File: src/rtl/adc_sampler_pkg.sv
// Shared constants and FSM encoding for the adc_sampler sample sequencer/averager.
package adc_sampler_pkg;

  localparam int unsigned ADC_W        = 10;
  localparam int unsigned TICK_DIV_DEF = 5000;
  localparam int unsigned AVG_LOG2_DEF = 2;
  localparam int unsigned TIMEOUT_DEF  = 1023;

  typedef enum logic [1:0] {
    IDLE,
    START,
    WAIT,
    ACC
  } state_t;

endpackage

File: src/rtl/adc_sampler_sample_tick_gen.sv
// Free-running divider producing a one-cycle sample tick every TICK_DIV sysclk cycles.
module sample_tick_gen
  import adc_sampler_pkg::*;
#(
  parameter int unsigned TICK_DIV = TICK_DIV_DEF
) (
  input  logic sysclk,
  input  logic rst_n,
  output logic tick
);

  localparam int unsigned CNT_W = (TICK_DIV > 1) ? $clog2(TICK_DIV) : 1;

  logic [CNT_W-1:0] cnt;
  logic [CNT_W-1:0] cnt_nxt;

  always_comb begin
    cnt_nxt = (cnt == CNT_W'(TICK_DIV - 1)) ? '0 : cnt + CNT_W'(1);
  end

  // tick is registered against the next count so it is high while cnt == TICK_DIV-1
  always_ff @(posedge sysclk or negedge rst_n) begin
    if (!rst_n) begin
      cnt  <= '0;
      tick <= 1'b0;
    end else begin
      cnt  <= cnt_nxt;
      tick <= (cnt_nxt == CNT_W'(TICK_DIV - 1));
    end
  end

endmodule

File: src/rtl/adc_sampler.sv
// Sample-rate sequencer for spi2adc: ticks, starts conversions, averages results, flags stalls/overruns.
// Define ADC_SAMPLER_AVG_EN to average 2^AVG_LOG2 conversions; otherwise every conversion is output.
module adc_sampler
  import adc_sampler_pkg::*;
#(
  parameter int unsigned TICK_DIV = TICK_DIV_DEF,
  parameter int unsigned AVG_LOG2 = AVG_LOG2_DEF,
  parameter int unsigned TIMEOUT  = TIMEOUT_DEF
) (
  input  logic             sysclk,
  input  logic             rst_n,
  output logic             adc_start,
  input  logic [ADC_W-1:0] adc_data,
  input  logic             adc_valid,
  output logic [ADC_W-1:0] sample,
  output logic             sample_valid,
  output logic             tick,
  output logic             timeout_err,
  output logic             overrun_err,
  input  logic             clear_err
);

  localparam int unsigned TO_W = $clog2(TIMEOUT + 1);

  state_t          state;
  logic            valid_q;
  logic            valid_rise;
  logic [TO_W-1:0] to_cnt;

  sample_tick_gen #(
    .TICK_DIV(TICK_DIV)
  ) u_tick (
    .sysclk(sysclk),
    .rst_n (rst_n),
    .tick  (tick)
  );

  assign valid_rise = adc_valid & ~valid_q;

`ifdef ADC_SAMPLER_AVG_EN
  localparam int unsigned ACC_W = ADC_W + AVG_LOG2;
  localparam int unsigned CNT_W = AVG_LOG2 + 1;
  localparam int unsigned AVG_N = 1 << AVG_LOG2;

  logic [ACC_W-1:0] acc;
  logic [ACC_W-1:0] acc_sum;
  logic [CNT_W-1:0] n_acc;
  logic [CNT_W-1:0] n_acc_inc;

  always_comb begin
    acc_sum   = acc + ACC_W'(adc_data);
    n_acc_inc = n_acc + CNT_W'(1);
  end
`else
  // AVG_LOG2 has no effect when averaging is compiled out
  if (AVG_LOG2 != 0) begin : g_avg_log2_ignored
  end
`endif

  // to_cnt counts cycles since adc_start rose; it is zero during START
  always_ff @(posedge sysclk or negedge rst_n) begin
    if (!rst_n) begin
      state        <= IDLE;
      valid_q      <= 1'b0;
      to_cnt       <= '0;
      adc_start    <= 1'b0;
      sample       <= '0;
      sample_valid <= 1'b0;
      timeout_err  <= 1'b0;
      overrun_err  <= 1'b0;
`ifdef ADC_SAMPLER_AVG_EN
      acc          <= '0;
      n_acc        <= '0;
`endif
    end else begin
      valid_q      <= adc_valid;
      adc_start    <= 1'b0;
      sample_valid <= 1'b0;

      if (clear_err) begin
        timeout_err <= 1'b0;
        overrun_err <= 1'b0;
      end
      if (tick && (state != IDLE)) begin
        overrun_err <= 1'b1;
      end

      case (state)
        IDLE: begin
          if (tick) begin
            state     <= START;
            adc_start <= 1'b1;
            to_cnt    <= '0;
          end
        end
        START: begin
          to_cnt <= to_cnt + TO_W'(1);
          state  <= WAIT;
        end
        WAIT: begin
          if (valid_rise) begin
            state <= ACC;
          end else if (to_cnt >= TO_W'(TIMEOUT - 1)) begin
            timeout_err <= 1'b1;
            state       <= IDLE;
`ifdef ADC_SAMPLER_AVG_EN
            acc         <= '0;
            n_acc       <= '0;
`endif
          end else begin
            to_cnt <= to_cnt + TO_W'(1);
          end
        end
        ACC: begin
`ifdef ADC_SAMPLER_AVG_EN
          if (n_acc_inc == CNT_W'(AVG_N)) begin
            sample       <= ADC_W'(acc_sum >> AVG_LOG2);
            sample_valid <= 1'b1;
            acc          <= '0;
            n_acc        <= '0;
          end else begin
            acc   <= acc_sum;
            n_acc <= n_acc_inc;
          end
`else
          sample       <= adc_data;
          sample_valid <= 1'b1;
`endif
          state <= IDLE;
        end
        default: state <= IDLE;
      endcase
    end
  end

endmodule

File: config.mk
export PLATFORM = sky130hd
export DESIGN_NAME = adc_sampler
export DESIGN_NICKNAME = d
export VERILOG_FILES = /design/src/rtl/adc_sampler_pkg.sv /design/src/rtl/adc_sampler_sample_tick_gen.sv /design/src/rtl/adc_sampler.sv
export SDC_FILE = /design/constraint.sdc
export NUM_CORES = 1
export LEC_CHECK = 0
export CAP_MARGIN = 20
export CORE_AREA = 2 2 64 66
export DETAILED_ROUTE_END_ITERATION = 8
export DIE_AREA = 0 0 66 68
export GPL_ROUTABILITY_DRIVEN = 1
export GPL_TIMING_DRIVEN = 0
export PLACE_DENSITY = 0.86
export SETUP_SLACK_MARGIN = 0.05
export SLEW_MARGIN = 20
export SYNTH_ARGS = -nofsm -noshare
export SYNTH_HDL_FRONTEND = slang
export SYNTH_SLANG_ARGS = --single-unit
File: constraint.sdc
create_clock -name sysclk -period 3.15 [get_ports sysclk]
set_input_delay 0.63 -clock sysclk [delete_from_list [all_inputs] [get_ports sysclk]]
set_output_delay 0.63 -clock sysclk [all_outputs]
set_load 0.005 [all_outputs]
Word-level counts from Yosys, hierarchy flattened:

Cells that the tools add are included.

* mux-type cells: 18
* add/sub/neg operators: 2
* eq/ne operators: 9
* order comparisons: 1
* reduce and logical (&&, ||, !) cells: 7
* bitwise operators: 2

Operators with widths (count)
* 10-bit two-way mux: 3
* 10-bit case mux with 3 select lines: 1
* 13-bit equality test, second input constant: 2
* 13-bit by 1-bit adder with 13-bit output, second input constant: 1
* 13-bit two-way mux: 1
* 10-bit by 1-bit adder with 10-bit output, second input constant: 1
* 10-bit >= comparator, second input constant: 1
* 1-bit two-way mux: 9
* 2-bit case mux with 4 select lines: 1
* 2-bit two-way mux: 3
* 2-bit equality test, second input constant: 2
* 2-bit != test, second input constant: 2
* 4-bit AND reduction: 1
* 2-bit nonzero test: 2
* 3-bit != test, second input constant: 1
* 3-bit nonzero test: 1
* 2-bit by 1-bit equality test with 1-bit output, second input constant: 1
* 2-bit logical NOT: 1
* 2-bit by 1-bit != test with 1-bit output, second input constant: 1
* 2-bit AND reduction: 1
* 1-bit bitwise AND: 1
* 1-bit logical AND: 1
* 1-bit NOT: 1

* logic and storage cells: 49
* output and inout bits: 15
* bits of input ports: 14
* register bits: 41

Depth between registers and ports, before layout:

Gate-level depths: netlist of the first run.

* depth after elaboration: 4
* mapped depth: 8
* depth with buffers taken out: 7

By module:

Synthesis of the first run repeated with hierarchy kept, for this count alone.

* cells, all modules: 195
* area total of the unflattened synthesis: 2163.3 µm²

By module, submodules not included
* adc_sampler: sequential area each 675.6 µm², cells each 120, area each 1400.1 µm², instances 1
* sample_tick_gen: sequential area each 350.3 µm², cells each 75, area each 763.2 µm², instances 1

Worst setup path before layout of the first run:

No wires, ideal clock.

* path type: reg2reg
* start: register to_cnt[0]
* end: register to_cnt[8]
* stages on the path, launching flop included: 9
* data required time: 3.040 ns
* buffers on the path: 1
* setup slack: 1.334 ns
* clock period less this slack: 1.816 ns
* setup time: 0.110 ns
* arrival: 1.706 ns
* path through: dfrtp_1 -> inv_1 -> ha_1 -> o2111ai_1 -> or3_4 -> a31oi_4 -> or3_1 -> buf_6 -> o41ai_1

* word-level cells in the longest chain between the ends: 4
* elaborated cells between the ends (all ways): 7
* those cells by class: add/sub (1); order compare (1); eq/ne (1); mux (3); reduce/logical (1)

Ends and longest elaborated chain
* from (decl): line adc_sampler.sv:28 `logic [TO_W-1:0] to_cnt;`
* from (signal assigned): line adc_sampler.sv:97 `to_cnt <= to_cnt + TO_W'(1);`
* from (signal assigned): line adc_sampler.sv:111 `to_cnt <= to_cnt + TO_W'(1);`
* 10-bit by 1-bit adder with 10-bit output: line adc_sampler.sv:97, adc_sampler.sv:111
* 10-bit two-way mux: line adc_sampler.sv:103 `end else if (to_cnt >= TO_W'(TIMEOUT - 1)) begin`
* 10-bit two-way mux: line adc_sampler.sv:101 `if (valid_rise) begin`
* 10-bit case mux with 3 select lines: line adc_sampler.sv:88 `case (state)`

Parallel ways exist; a longest one is shown, timed or not. The select of a mux whose other input is x is not followed.
A chain may end at the register's enable or synchronous reset.

Worst setup path after layout of the first run:

* start: register to_cnt[0]
* end: register to_cnt[6]

The elaborated chain is that of the path after synthesis.

==> impl_metrics.tcl, run 1 <==
set metrics [dict create \
    synthArstFlopShare_pct 100 \
    wl_per_cell_um 14.1 \
    ys.flop_type "dfrtp_1" \
    crit_path_cell_trace "inv_1, ha_1, o2111ai_1, or3_4, a31oi_4, or3_1, buf_6, o41ai_1" \
    cts.sinks 41 \
    start_util_pct 51.9 \
    clk_pin_slew_ns 0.07 \
    slew_headroom_pct 51.9 \
    crit_end "to_cnt[6]" \
    cap_violations 0 \
    routed_wl_um 3770 \
    drv_slew 0 \
    setup_tns_ns 0 \
    hold_path_class "input pin to async pin" \
    cp-startpoint "to_cnt[0]" \
    syn_inst 180 \
    grt_pass1_vias 1437 \
    drive_above_1_share_pct 12.4 \
    path_buf_inv 2 \
    synth_area_um2 2000 \
    clockBufferDepth 2 \
    insertion_delay_ns 0.29 \
    ys_seq_elements 41 \
    place.port_buffers 28 \
    vias 1497 \
    total_power_mw 1.78 \
    yosysWarnings 0 \
    io_pins 29 \
    status "complete, no violations" \
    grt_max_degree 22 \
    fp.coreArea_um2 3860 \
    seq_area_frac_synth_pct 51.2 \
    cts_resized 0 \
    cts_made_buffers 5 \
    final_common_cell "dfrtp_1" \
    num_rows 23 \
    postRouteAntennaNets 0 \
    critical_path.endpoint_type "flop" \
    reg2reg_depth 8 \
    design.die.area_um2 4490 \
    syn_nets 201 \
    worst_pin_slew_ns 0.715 \
    max_freq_ghz 0.501 \
    yosysTopAreaCell "dfrtp_1" \
    min_period_over_period_pct 63.4 \
    drc 0 \
    cts_root_buf "clkbuf_8" \
    yosys.cell_types.count 38 \
    rr_startpoint "to_cnt[0]" \
    fp.dieH_um 68 \
    timing.rr.end "to_cnt[6]" \
    synth_top_area_share_pct 51.2 \
    tritoncts "built" \
    timing.final.hold_violations 0 \
    htree_levels 2 \
    worst-path-stages 8 \
    gp_congestion 0.781 \
    die_w_um 66 \
    critPathMaxFanout 8 \
    slowest_delay_ns 0.42 \
    postCtsSetupBuffers 0 \
    antenna_found_initial 0 \
    dp_hpwl_um 2680 \
    skew_ns 0.00497 \
    critPathSlowestCell "dfrtp_1" \
    final_cell_mix "41 x dfrtp_1, 27 x clkdlybuf4s50_1, 16 x nor2_1" \
    fin_crit_ns 2.00 \
    cp.arrival_ns 2.18 \
    antenna_cells 0 \
    worstSetupStartpointType "flop" \
    setup_viol 0 \
    grt_setup_unrepaired "false" \
    avgSynthCellArea_um2 11.1 \
    nets 237 \
    grt_use_total_pct 18.8 \
    grt_pass1_wl_um 6430 \
    area_delta_synth_final_pct 22.4 \
    via_per_inst 5.61 \
    dr.pass1.iters 4 \
    grt_overflow 0 \
    crit_type "flop to flop" \
    cpLargestDelayFamily "compound AO/OA/AOI/OAI gates" \
    ff2ff_setup_slack_ns 1.15 \
    leakage_nw 1.01 \
    powerDensity_nw_per_um2 727 \
    ir_worst_vdd_uv 437 \
    netlist_top_cells_area "dfrtp_1 51%, mux2_2 6.2%, ha_1 4.4%, o31ai_1 4.1%, nor2_1 3.0%" \
    required_ns 3.34 \
    drt-initial-drc-count 76 \
    synth-edff-count 0 \
    cts-hold-fix-buffers 0 \
]
## registers in the layout, summed over array words and instances (netlist names)
signal and flops:
u_tick.cnt 13, u_tick.tick 1, overrun_err 1, state 2, adc_start 1, timeout_err 1, sample 10, valid_q 1
to_cnt 10, sample_valid 1
## power by group
part | switching, mW | internal [mW]
clock | 0.173 | 0.153
sequential | 0.0792 | 0.636
combinational | 0.364 | 0.377
total | 0.616 | 1.17
## cells in the mapped netlist (all sizes together), types with 2 or more instances
| master | number |
|---|---|
| and4 | 2 |
| nor2 | 16 |
| nand2b | 6 |
| or4 | 2 |
| xor2 | 5 |
| buf | 2 |
| mux2 | 11 |
| xnor2 | 6 |
| a21oi | 2 |
| o31ai | 11 |
| or3 | 2 |
| o41ai | 3 |
| and2 | 5 |
| a31oi | 7 |
| ha | 7 |
| nand2 | 11 |
| clkbuf | 2 |
| dfrtp | 41 |
| nand3 | 10 |
| inv | 7 |
| o21ai | 5 |
| nor4 | 2 |
| nand4 | 4 |
## through the flow
stage          utilization (%)  area [um^2]  setup WS (ns)  hold WS [ns]  std cells
5_1_grt                   63.6         2450          0.972         0.338        267
3_5_place_dp              61.4         2370          0.908         0.478        259
6_report                  63.6         2450           1.15         0.294        267
4_1_cts                   63.6         2450           1.16         0.312        267
3_3_place_gp              60.8         2350          0.439         0.469        258
2_1_floorplan                -         2000           1.33         0.334        180
## cells by family (layout without fill, tap and decap cells)
family / after synthesis / in the layout / share of synthesized area [%]
and+or+nand+nor: 66 / 66 / 18.4
DFF: 41 / 41 / 51.2
AOI/OAI and AO/OA: 33 / 33 / 12.2
xor gates and xnor gates: 11 / 11 / 4.81
muxes: 11 / 11 / 6.18
buffers and inverters: 11 / 48 / 2.81
adders and majority gates: 7 / 7 / 4.37
## layer usage
| metal | routed length [um] | track usage (%) | part of all wire, % |
|---|---|---|---|
| met1 | 1740 | 24.7 | 46 |
| met3 | 154 | 4.93 | 4.1 |
| met5 | 0 | 0 | 0 |
| met2 | 1820 | 29.9 | 48 |
| met4 | 51 | 7.40 | 1.4 |
## worst min path at each step
stage / slack (ns) / startpoint / depth (start not counted) / end
after floorplan: 0.33 / rst_n / 0 / adc_start
after global placement: 0.47 / to_cnt[8] / 1 / to_cnt[8]
after detailed placement: 0.48 / u_tick.cnt[11] / 1 / u_tick.cnt[11]
after CTS: 0.31 / rst_n / 1 / state[1]
after global routing: 0.34 / rst_n / 1 / u_tick.cnt[11]
final: 0.29 / rst_n / 1 / state[1]
## final cells by class
class	count	area, um^2
tap	50	62.6
clock inverter	2	10.0
sequential	41	1030
clock buffer	6	72.6
timing repair buffer	29	303
multi-input combinational	128	921
buffer	4	30.0
inverter	7	26.3
fill	320	1410
Power figures use the tool's default switching activity.
==> inputs of run 2 (changes only) <==
--- a/config.mk
+++ b/config.mk
@@ -6,12 +6,12 @@
 export NUM_CORES = 1
 export LEC_CHECK = 0
 export CAP_MARGIN = 20
-export CORE_AREA = 2 2 64 66
+export CORE_AREA = 2 2 68 70
 export DETAILED_ROUTE_END_ITERATION = 8
-export DIE_AREA = 0 0 66 68
+export DIE_AREA = 0 0 70 72
 export GPL_ROUTABILITY_DRIVEN = 1
 export GPL_TIMING_DRIVEN = 0
-export PLACE_DENSITY = 0.86
+export PLACE_DENSITY = 0.81
 export SETUP_SLACK_MARGIN = 0.05
 export SLEW_MARGIN = 20
 export SYNTH_ARGS = -nofsm -noshare
==> constraint.sdc (replaced) <==
create_clock -name sysclk -period 1.8 [get_ports sysclk]
set_input_delay 0.36 -clock sysclk [delete_from_list [all_inputs] [get_ports sysclk]]
set_output_delay 0.36 -clock sysclk [all_outputs]
set_load 0.005 [all_outputs]
==> run 2 against run 1 <==
Effect of this change:
- the run now ends with negative hold slack, negative setup slack left
- via count increased by 2.3%
- first-iteration DRC count up 95%
- final cell count grew 3.7%
- global-route usage shrank 0.90 points
- largest cell class unchanged
- highest routed layer unchanged
==> impl_metrics.tcl, run 2 (synthesis results as in run 1) <==
set metrics [dict create \
    num_rows 24 \
    max_freq_ghz 0.546 \
    via_per_inst 5.53 \
    wl_per_cell_um 15.1 \
    powerDensity_nw_per_um2 1300 \
    routed_wl_um 4190 \
    dr.pass1.iters 4 \
    p_int_mw 2.27 \
    fp.coreArea_um2 4260 \
    vias 1531 \
    combPwrFrac_pct 42.1 \
    design.die.area_um2 5040 \
    grt_max_degree 25 \
    start_util_pct 47.0 \
    drv_slew 0 \
    fp.dieH_um 72 \
    fin_crit_ns 1.83 \
    slowest_delay_ns 0.39 \
    final_cell_mix "37 x dfrtp_1, 27 x clkdlybuf4s50_1, 15 x nor2_1, 11 x nand2_1, 11 x mux2_2" \
    final_common_cell "dfrtp_1" \
    top_regs "u_tick.cnt (13), sample (10), to_cnt (10)" \
    skew_ns 0.0138 \
    post-route-util_pct 62.0 \
    ir_worst_vdd_uv 610 \
    path_buf_inv 2 \
    cts_root_buf "clkbuf_8" \
    timing.rr.end "to_cnt[3]" \
    place.port_buffers 28 \
    ff2ff_setup_slack_ns -0.03 \
    critPathSlowestCell "dfrtp_1" \
    power_frac_clock_pct 21.6 \
    top_register "u_tick.cnt" \
    cap_violations 0 \
    htree_levels 2 \
    clockBufferDepth 2 \
    crit_type "flop to flop" \
    nets 245 \
    required_ns 1.97 \
    grt_pass1_vias 1506 \
    violations "negative hold slack, negative setup slack" \
    status "finished with violations" \
    drc 0 \
    whs_ns -0.000622 \
    antenna_cells 0 \
    p_sw_mw 1.15 \
    worst_slack_ns -0.0321 \
    reg2reg_depth 8 \
    seqPwrFrac_pct 36.3 \
    slew_headroom_pct 64.1 \
    drt-initial-drc-count 148 \
    placed_area_um2 2380 \
    swShare_pct 33.7 \
    hold_path_class "input pin to async pin" \
    setup_viol 8 \
    min_period_over_period_pct 102 \
    largest_reg_flops 13 \
    io_pins 29 \
    insertion_delay_ns 0.30 \
    cts.sinks 41 \
    critPathMaxFanout 8 \
    dp_slack_ns -0.177 \
    dp_hpwl_um 2750 \
    timing.final.hold_violations 1 \
    cpLargestDelayFamily "simple AND/OR/NAND/NOR gates" \
    tritoncts "built" \
    grt_overflow 0 \
    setup_tns_ns -0.190 \
    clk_pin_slew_ns 0.08 \
    area_delta_synth_final_pct 31.9 \
    worstSetupStartpointType "flop" \
    postRouteAntennaNets 0 \
    cts_made_buffers 5 \
    worst_pin_slew_ns 0.539 \
    antenna_found_initial 0 \
    grt_pass1_wl_um 7040 \
    cts-hold-fix-buffers 0 \
    leakage_nw 1.08 \
    drive_above_1_share_pct 24.9 \
    die_w_um 70 \
    critical_path.endpoint_type "flop" \
    rr_startpoint "to_cnt[0]" \
    grt_setup_unrepaired "true" \
    grt_use_total_pct 17.9 \
    total_power_mw 3.42 \
    cp.arrival_ns 2.01 \
    gp_congestion 0.842 \
    crit_path_cell_trace "inv_1, ha_2, o2111ai_2, or3_4, a31oi_4, or3_1, buf_6, o31ai_2" \
    final_area_um2 2640 \
]
[run 2: cell count changes in the layout (fill, tap and decap cells not counted), moves of 3 or more]
cell	delta
ha_1	-4
dfrtp_2	+4
o31ai_1	-3
o31ai_2	+3
buf_4	+8
dfrtp_1	-4
[run 2: worst register-to-register path, stage by stage (launching register included)]
cell	delay, ns
dfrtp_1	0.39
inv_1	0.07
ha_2	0.17
o2111ai_2	0.10
or3_4	0.38
a31oi_4	0.24
or3_1	0.15
buf_6	0.15
o31ai_2	0.08
[run 2: what timing repair did]
action,4_1_cts,5_1_grt
endpoints found under the setup margin,18,20
gates resized for setup,14,8
pin swaps,5,5
hold endpoints to repair,0,0
setup buffers,5,3
[run 2: power by group through the flow]
stage | Sequential (mW) | Combinational (mW) | Clock [mW]
finish | 1.24 | 1.44 | 0.738
floorplan | 1.26 | 0.792 | 0
detailed placement | 1.27 | 1.28 | 0
CTS | 1.24 | 1.41 | 0.756
global route | 1.28 | 1.55 | 0.793
global placement | 1.25 | 1.24 | 0
[run 2: how the worst max path moves through the flow]
| stage | start | to | slack [ns] | cells after the start |
|---|---|---|---|---|
| 5_1_grt | to_cnt[0] | to_cnt[7] | -0.12 | 8 |
| 6_report | to_cnt[0] | to_cnt[3] | -0.03 | 8 |
| 4_1_cts | state[0] | to_cnt[3] | -0.05 | 7 |
| 3_3_place_gp | rst_n | u_tick.cnt[4] | -0.61 | 1 |
| 3_5_place_dp | adc_valid | to_cnt[8] | -0.18 | 6 |
| 2_1_floorplan | to_cnt[0] | to_cnt[8] | -0.003 | 8 |
[run 2: metal layers]
metal  up-vias  share of wire (%)  global-route usage [%]
li1        744                  -                       -
met1       749                 45                    22.7
met2        32                 50                    29.4
met3         6                3.9                    4.44
met4         0                1.7                    7.91
met5         -                  0                       0
[run 2: layout make-up]
class,instances,area [um^2]
Inverter,7,26.3
Timing Repair Buffer,37,363
Sequential cell,41,1030
Tap cell,52,65.1
Clock inverter,2,38.8
Clock buffer,6,72.6
Multi-Input combinational cell,128,1010
Fill cell,345,1620
Buffer,4,31.3
[run 2: metrics by stage]
| step | hold slack (ns) | instances |
|---|---|---|
| floorplan | 0.0644 | 180 |
| CTS | 0.00583 | 274 |
| global placement | 0.475 | 260 |
| finish | -0.000622 | 277 |
| global route | 0.0247 | 277 |
| detailed placement | 0.333 | 261 |
==> variant 1, RTL diff (flow settings as in run 1) <==
Encoding of `state_t`: now one-hot (4 bits for 4 states).
--- a/src/rtl/adc_sampler_pkg.sv
+++ b/src/rtl/adc_sampler_pkg.sv
@@ -6,11 +6,11 @@
   localparam int unsigned AVG_LOG2_DEF = 2;
   localparam int unsigned TIMEOUT_DEF  = 1023;
 
-  typedef enum logic [1:0] {
-    IDLE,
-    START,
-    WAIT,
-    ACC
+  typedef enum logic [3:0] {
+    IDLE  = 4'b0001,
+    START = 4'b0010,
+    WAIT  = 4'b0100,
+    ACC   = 4'b1000
   } state_t;
 
 endpackage
Behaviour: no difference found for any inputs over 10 cycles, from zero or initial values and one cycle with rst_n low; not proved beyond that.
==> variant 1 against run 1 <==
  * Sequential cell count up 2
  * Worst setup slack worse by 0.035 ns
  * Routed wire length is 16% higher
  * Final area increased by 9.9%
  * Via count increased by 11%
  * Highest routed layer unchanged
  * Synthesized area up 11%
Power is not compared: it rests on default switching activity, and its combinational part moved more than twofold at a synthesized area within 25%.
==> variant 1: results (changes against run 1) <==
[outcome]
outcome = finished clean

[layout]
diodes = 0  ; unchanged
drive_gt1_share_pct = 18.6  ; +6.2 points
top_regs = u_tick.cnt (13), sample (10), to_cnt (10)
num-fill-cells = 266  ; -17%
num-nets-final = 247  ; +4.2%

[grt]
grt_max_degree = 32  ; +45%
antenna_found_initial = 0  ; unchanged
grt_use_total_pct = 22.1  ; +3.3 points
first_global_vias = 1583  ; +10%
grt_pass1_wl_mm = 7.47  ; +16%

[sta]
worst_pin_slew_ns = 0.731  ; +0.0166 ns
fin_skew_ns = 0.00703  ; +0.00205 ns

[place]
dpl_cell_area_um2 = 2570  ; +8.7%
place_congestion = 0.890  ; +14%
dp_hpwl_mm = 3.28  ; +22%
port-buffer-count = 28  ; unchanged

[clocking]
htree_levels = 2  ; unchanged
cts_resized = 0  ; unchanged
cts_setup_buffers = 0  ; unchanged
cts_made_buffers = 5  ; unchanged
cts_max_path_buffers = 2  ; unchanged
clkTransAtPathRegs_ns = 0.08
cts-root-buf = clkbuf_8
clock_latency_ns = 0.29  ; about the same

[worst_hold_path]
min_path_type = in -> async

[setup_path]
arrival_ns = 2.21  ; +0.03 ns
max_stage_delay_ns = 0.69  ; +0.27 ns
path_delay_family = simple AND/OR/NAND/NOR gates
slowest_stage = nor4_1
critPathMaxFanout = 5  ; -3

[logic_synthesis]
ys_async_sr_fraction_pct = 100  ; unchanged
ys.warnings.count = 0  ; unchanged
synth_nets = 211  ; +5.0%
synth_cell_type_count = 57  ; +50%
synth_commonest_cells = dfrtp_1, mux2_2, nand2_1, nand3_1, nor2_1
synth_area_leaders = dfrtp_1, mux2_2, nand3_1, nor4b_4, nand2b_1
synth-main-ff-cell = dfrtp_1
ys_seq_area_share_pct = 48.6  ; -2.6 points

[route]
drtIter0Drc = 139  ; +83%
wl_per_cell_um = 15.6  ; +10%
dr.pass1.iters = 4  ; unchanged
via_per_inst = 5.90  ; +5.3%

[pwr]
worst_ir_drop_vdd_v = 0.000242
p_leak_nw = 1.12

## variant 1: through the flow
stage	setup slack [ns]	instances	hold WS [ns]
5_1_grt	0.909	281	0.232
3_3_place_gp	0.373	272	0.488
3_5_place_dp	0.940	273	0.501
2_1_floorplan	1.35	194	0.334
6_report	1.12	281	0.229
4_1_cts	1.11	281	0.228
## variant 1: power by group
part           internal, mW  switching [mW]
Sequential            0.559         0.00408
Clock                 0.257           0.183
Combinational        0.0327          0.0202
Total                 0.848           0.207
## variant 1: cell families after synthesis
logic type / share of synthesized area (%)
xor+xnor: 3.16
mux: 6.94
fa+ha+maj: 1.69
compound gates: 13.4
flops: 48.6
buf+inv: 2.71
simple gates: 23.5
## variant 1: worst paths after layout
| check | slack, ns | from | depth (start not counted) | end |
|---|---|---|---|---|
| min in group sysclk | 0.52 | sample[2] | 1 | sample[2] |
| worst min register to register | 0.52 | sample[2] | 1 | sample[2] |
| worst min-delay path | 0.23 | rst_n | 1 | u_tick.cnt[12] |
| max in group asynchronous | 2.39 | rst_n | 2 | state[0] |
| worst max-delay path | 1.12 | to_cnt[0] | 6 | to_cnt[0] |
| worst max register to register | 1.12 | to_cnt[0] | 6 | to_cnt[0] |
## variant 1: routing by layer
layer | wire length [um] | vias up | global-route usage (%)
met5 | 0 | - | 0
met4 | 93 | 0 | 10.7
met3 | 151 | 9 | 4.11
met2 | 2130 | 37 | 37.6
met1 | 2000 | 813 | 27.2
li1 | - | 800 | -
## variant 1: final cells by class
class                           count  area, um^2  area share [%]
Clock inverter                      2        35.0            1.30
Sequential cell                    43        1080            40.0
Tap cell                           50        62.6            2.32
Inverter                            8        30.0            1.12
Multi-Input combinational cell    138        1080            40.1
Clock buffer                        6        82.6            3.07
Timing Repair Buffer               29         295            11.0
Buffer                              5        30.0            1.12
==> variant 2, RTL diff (config.mk and constraints of run 1) <==
Made on the original files. Set the package constant `TIMEOUT_DEF` to 255 (it was 1023).
--- a/src/rtl/adc_sampler_pkg.sv
+++ b/src/rtl/adc_sampler_pkg.sv
@@ -4,7 +4,7 @@
   localparam int unsigned ADC_W        = 10;
   localparam int unsigned TICK_DIV_DEF = 5000;
   localparam int unsigned AVG_LOG2_DEF = 2;
-  localparam int unsigned TIMEOUT_DEF  = 1023;
+  localparam int unsigned TIMEOUT_DEF  = 255;
 
   typedef enum logic [1:0] {
     IDLE,
Function: no difference found for any inputs over 10 cycles, from zero or initial values and one cycle with rst_n low; that may be too few to reach the edited logic, so the function may still have changed.
==> variant 2 against run 1 <==
  * Routed wire length up 3.6%
  * Worst setup slack got worse by 0.20 ns
  * Fmax is 9.2% lower
  * Sequential share of layout area decreased by 0.85 points
  * Total power down 7.4%
  * Via count rose by 2.3%
  * Sequential cell count fell by 2
  * Synthesized cell count stayed put
  * Final area shrank 2.9%
  * Synthesized area fell by 3.4%
  * Critical endpoint is now to_cnt[1]
==> variant 2: results (changes against run 1) <==
[route]
dr.pass1.iters = 5  ; +1
vias = 1532  ; +2.3%
wl_met2_mm = 1.96  ; +7.9%
m1WireLength_mm = 1.68  ; -3.8%
totalWireLength_mm = 3.90  ; +3.6%
wl_met3_um = 192  ; +25%
drtIter0Drc = 91  ; +20%

[logic_synthesis]
synth_xor_area_share_pct = 2.72  ; -2.1 points
synth_commonest_cells = dfrtp_1, nor2_1, inv_1
synthAdderAreaFrac_pct = 4.53  ; +0.16 points
synth_mux_area_share_pct = 6.40  ; +0.22 points
synth-compound-area-share_pct = 16.2  ; +3.9 points
ys_seq_area_share_pct = 50.5  ; -0.77 points
postSynthAreaPerCell_um2 = 10.7  ; -3.4%
synth_area_leaders = dfrtp_1, mux2_2, ha_1, a32o_1, nor2_1
synth_cell_type_count = 37  ; -2.6%
ys_async_sr_fraction_pct = 100  ; unchanged

[layout]
num-fill-cells = 310  ; -3.1%
fin_cells = 266  ; -0.37%
drive_gt1_share_pct = 12.0  ; -0.41 points
top_regs = u_tick.cnt (13), sample (10), to_cnt (8)

[grt]
grt_max_degree = 27  ; +23%
grt_pass1_wl_mm = 6.56  ; +1.9%
grt_use_total_pct = 19.3  ; +0.50 points
first_global_vias = 1423  ; -0.97%

[pwr]
p_leak_nw = 1.04  ; +2.5%
worst_ir_drop_vdd_v = 0.000228  ; -48%

[place]
place_congestion = 0.894  ; +14%
dp_hpwl_mm = 2.83  ; +5.5%
dpl_cell_area_um2 = 2290  ; -3.2%

[clocking]
cts_setup_buffers = 0  ; unchanged
htree_levels = 2  ; unchanged

[setup_path]
critPathMaxFanout = 8  ; unchanged
arrival_ns = 2.38  ; +0.20 ns

[outcome]
outcome = finished clean

[sta]
fin_skew_ns = 0.00242  ; -0.00256 ns
slew_headroom_pct = 60.2  ; +8.2 points

variant 2: per-stage QoR:
step	power [mW]	setup WS (ns)	hold WS, ns
finish	1.65	0.950	0.240
global route	1.76	0.833	0.254
CTS	1.66	0.985	0.246
detailed placement	1.32	0.795	0.494
global placement	1.28	0.530	0.479
floorplan	1.05	1.29	0.334
variant 2: layout make-up:
| class | instances | area (um^2) | share of cell area (%) |
|---|---|---|---|
| well taps | 50 | 62.6 | 2.63 |
| repair buffers | 29 | 295 | 12.4 |
| clock inverters | 1 | 5.00 | 0.210 |
| multi-input cells | 123 | 888 | 37.3 |
| plain buffers | 5 | 21.3 | 0.894 |
| clock buffers | 6 | 82.6 | 3.47 |
| inverters | 13 | 48.8 | 2.05 |
| flip-flops and latches | 39 | 976 | 41.0 |
variant 2: power by group:
part	leakage [nW]	switching, mW	internal, mW	total [mW]
Combinational	0.488	0.317	0.324	0.641
Sequential	0.500	0.0689	0.605	0.674
Clock	0.0470	0.165	0.172	0.336
variant 2: critical path: stages, from the launching register on:
cell and delay, ns:
dfrtp_1 0.40, inv_1 0.14, ha_1 0.27, nor2_1 0.08
nor2_1 0.47, o21a_1 0.36, mux2_2 0.37
variant 2: per-layer routing:
layer | global-route usage, % | vias to the layer above
met5 | 0 | -
met3 | 3.62 | 8
met1 | 24.1 | 738
met4 | 7.40 | 0
met2 | 33.5 | 51
li1 | - | 735
variant 2: worst paths after layout:
check,cells past startpoint,endpoint,slack [ns],start
max in group asynchronous,2,valid_q,2.47,rst_n
worst min register to register,1,sample[6],0.51,sample[6]
worst min-delay path,1,u_tick.cnt[1],0.24,rst_n
min in group sysclk,1,sample[6],0.51,sample[6]
worst max-delay path,6,to_cnt[1],0.95,state[0]
worst max register to register,6,to_cnt[1],0.95,state[0]
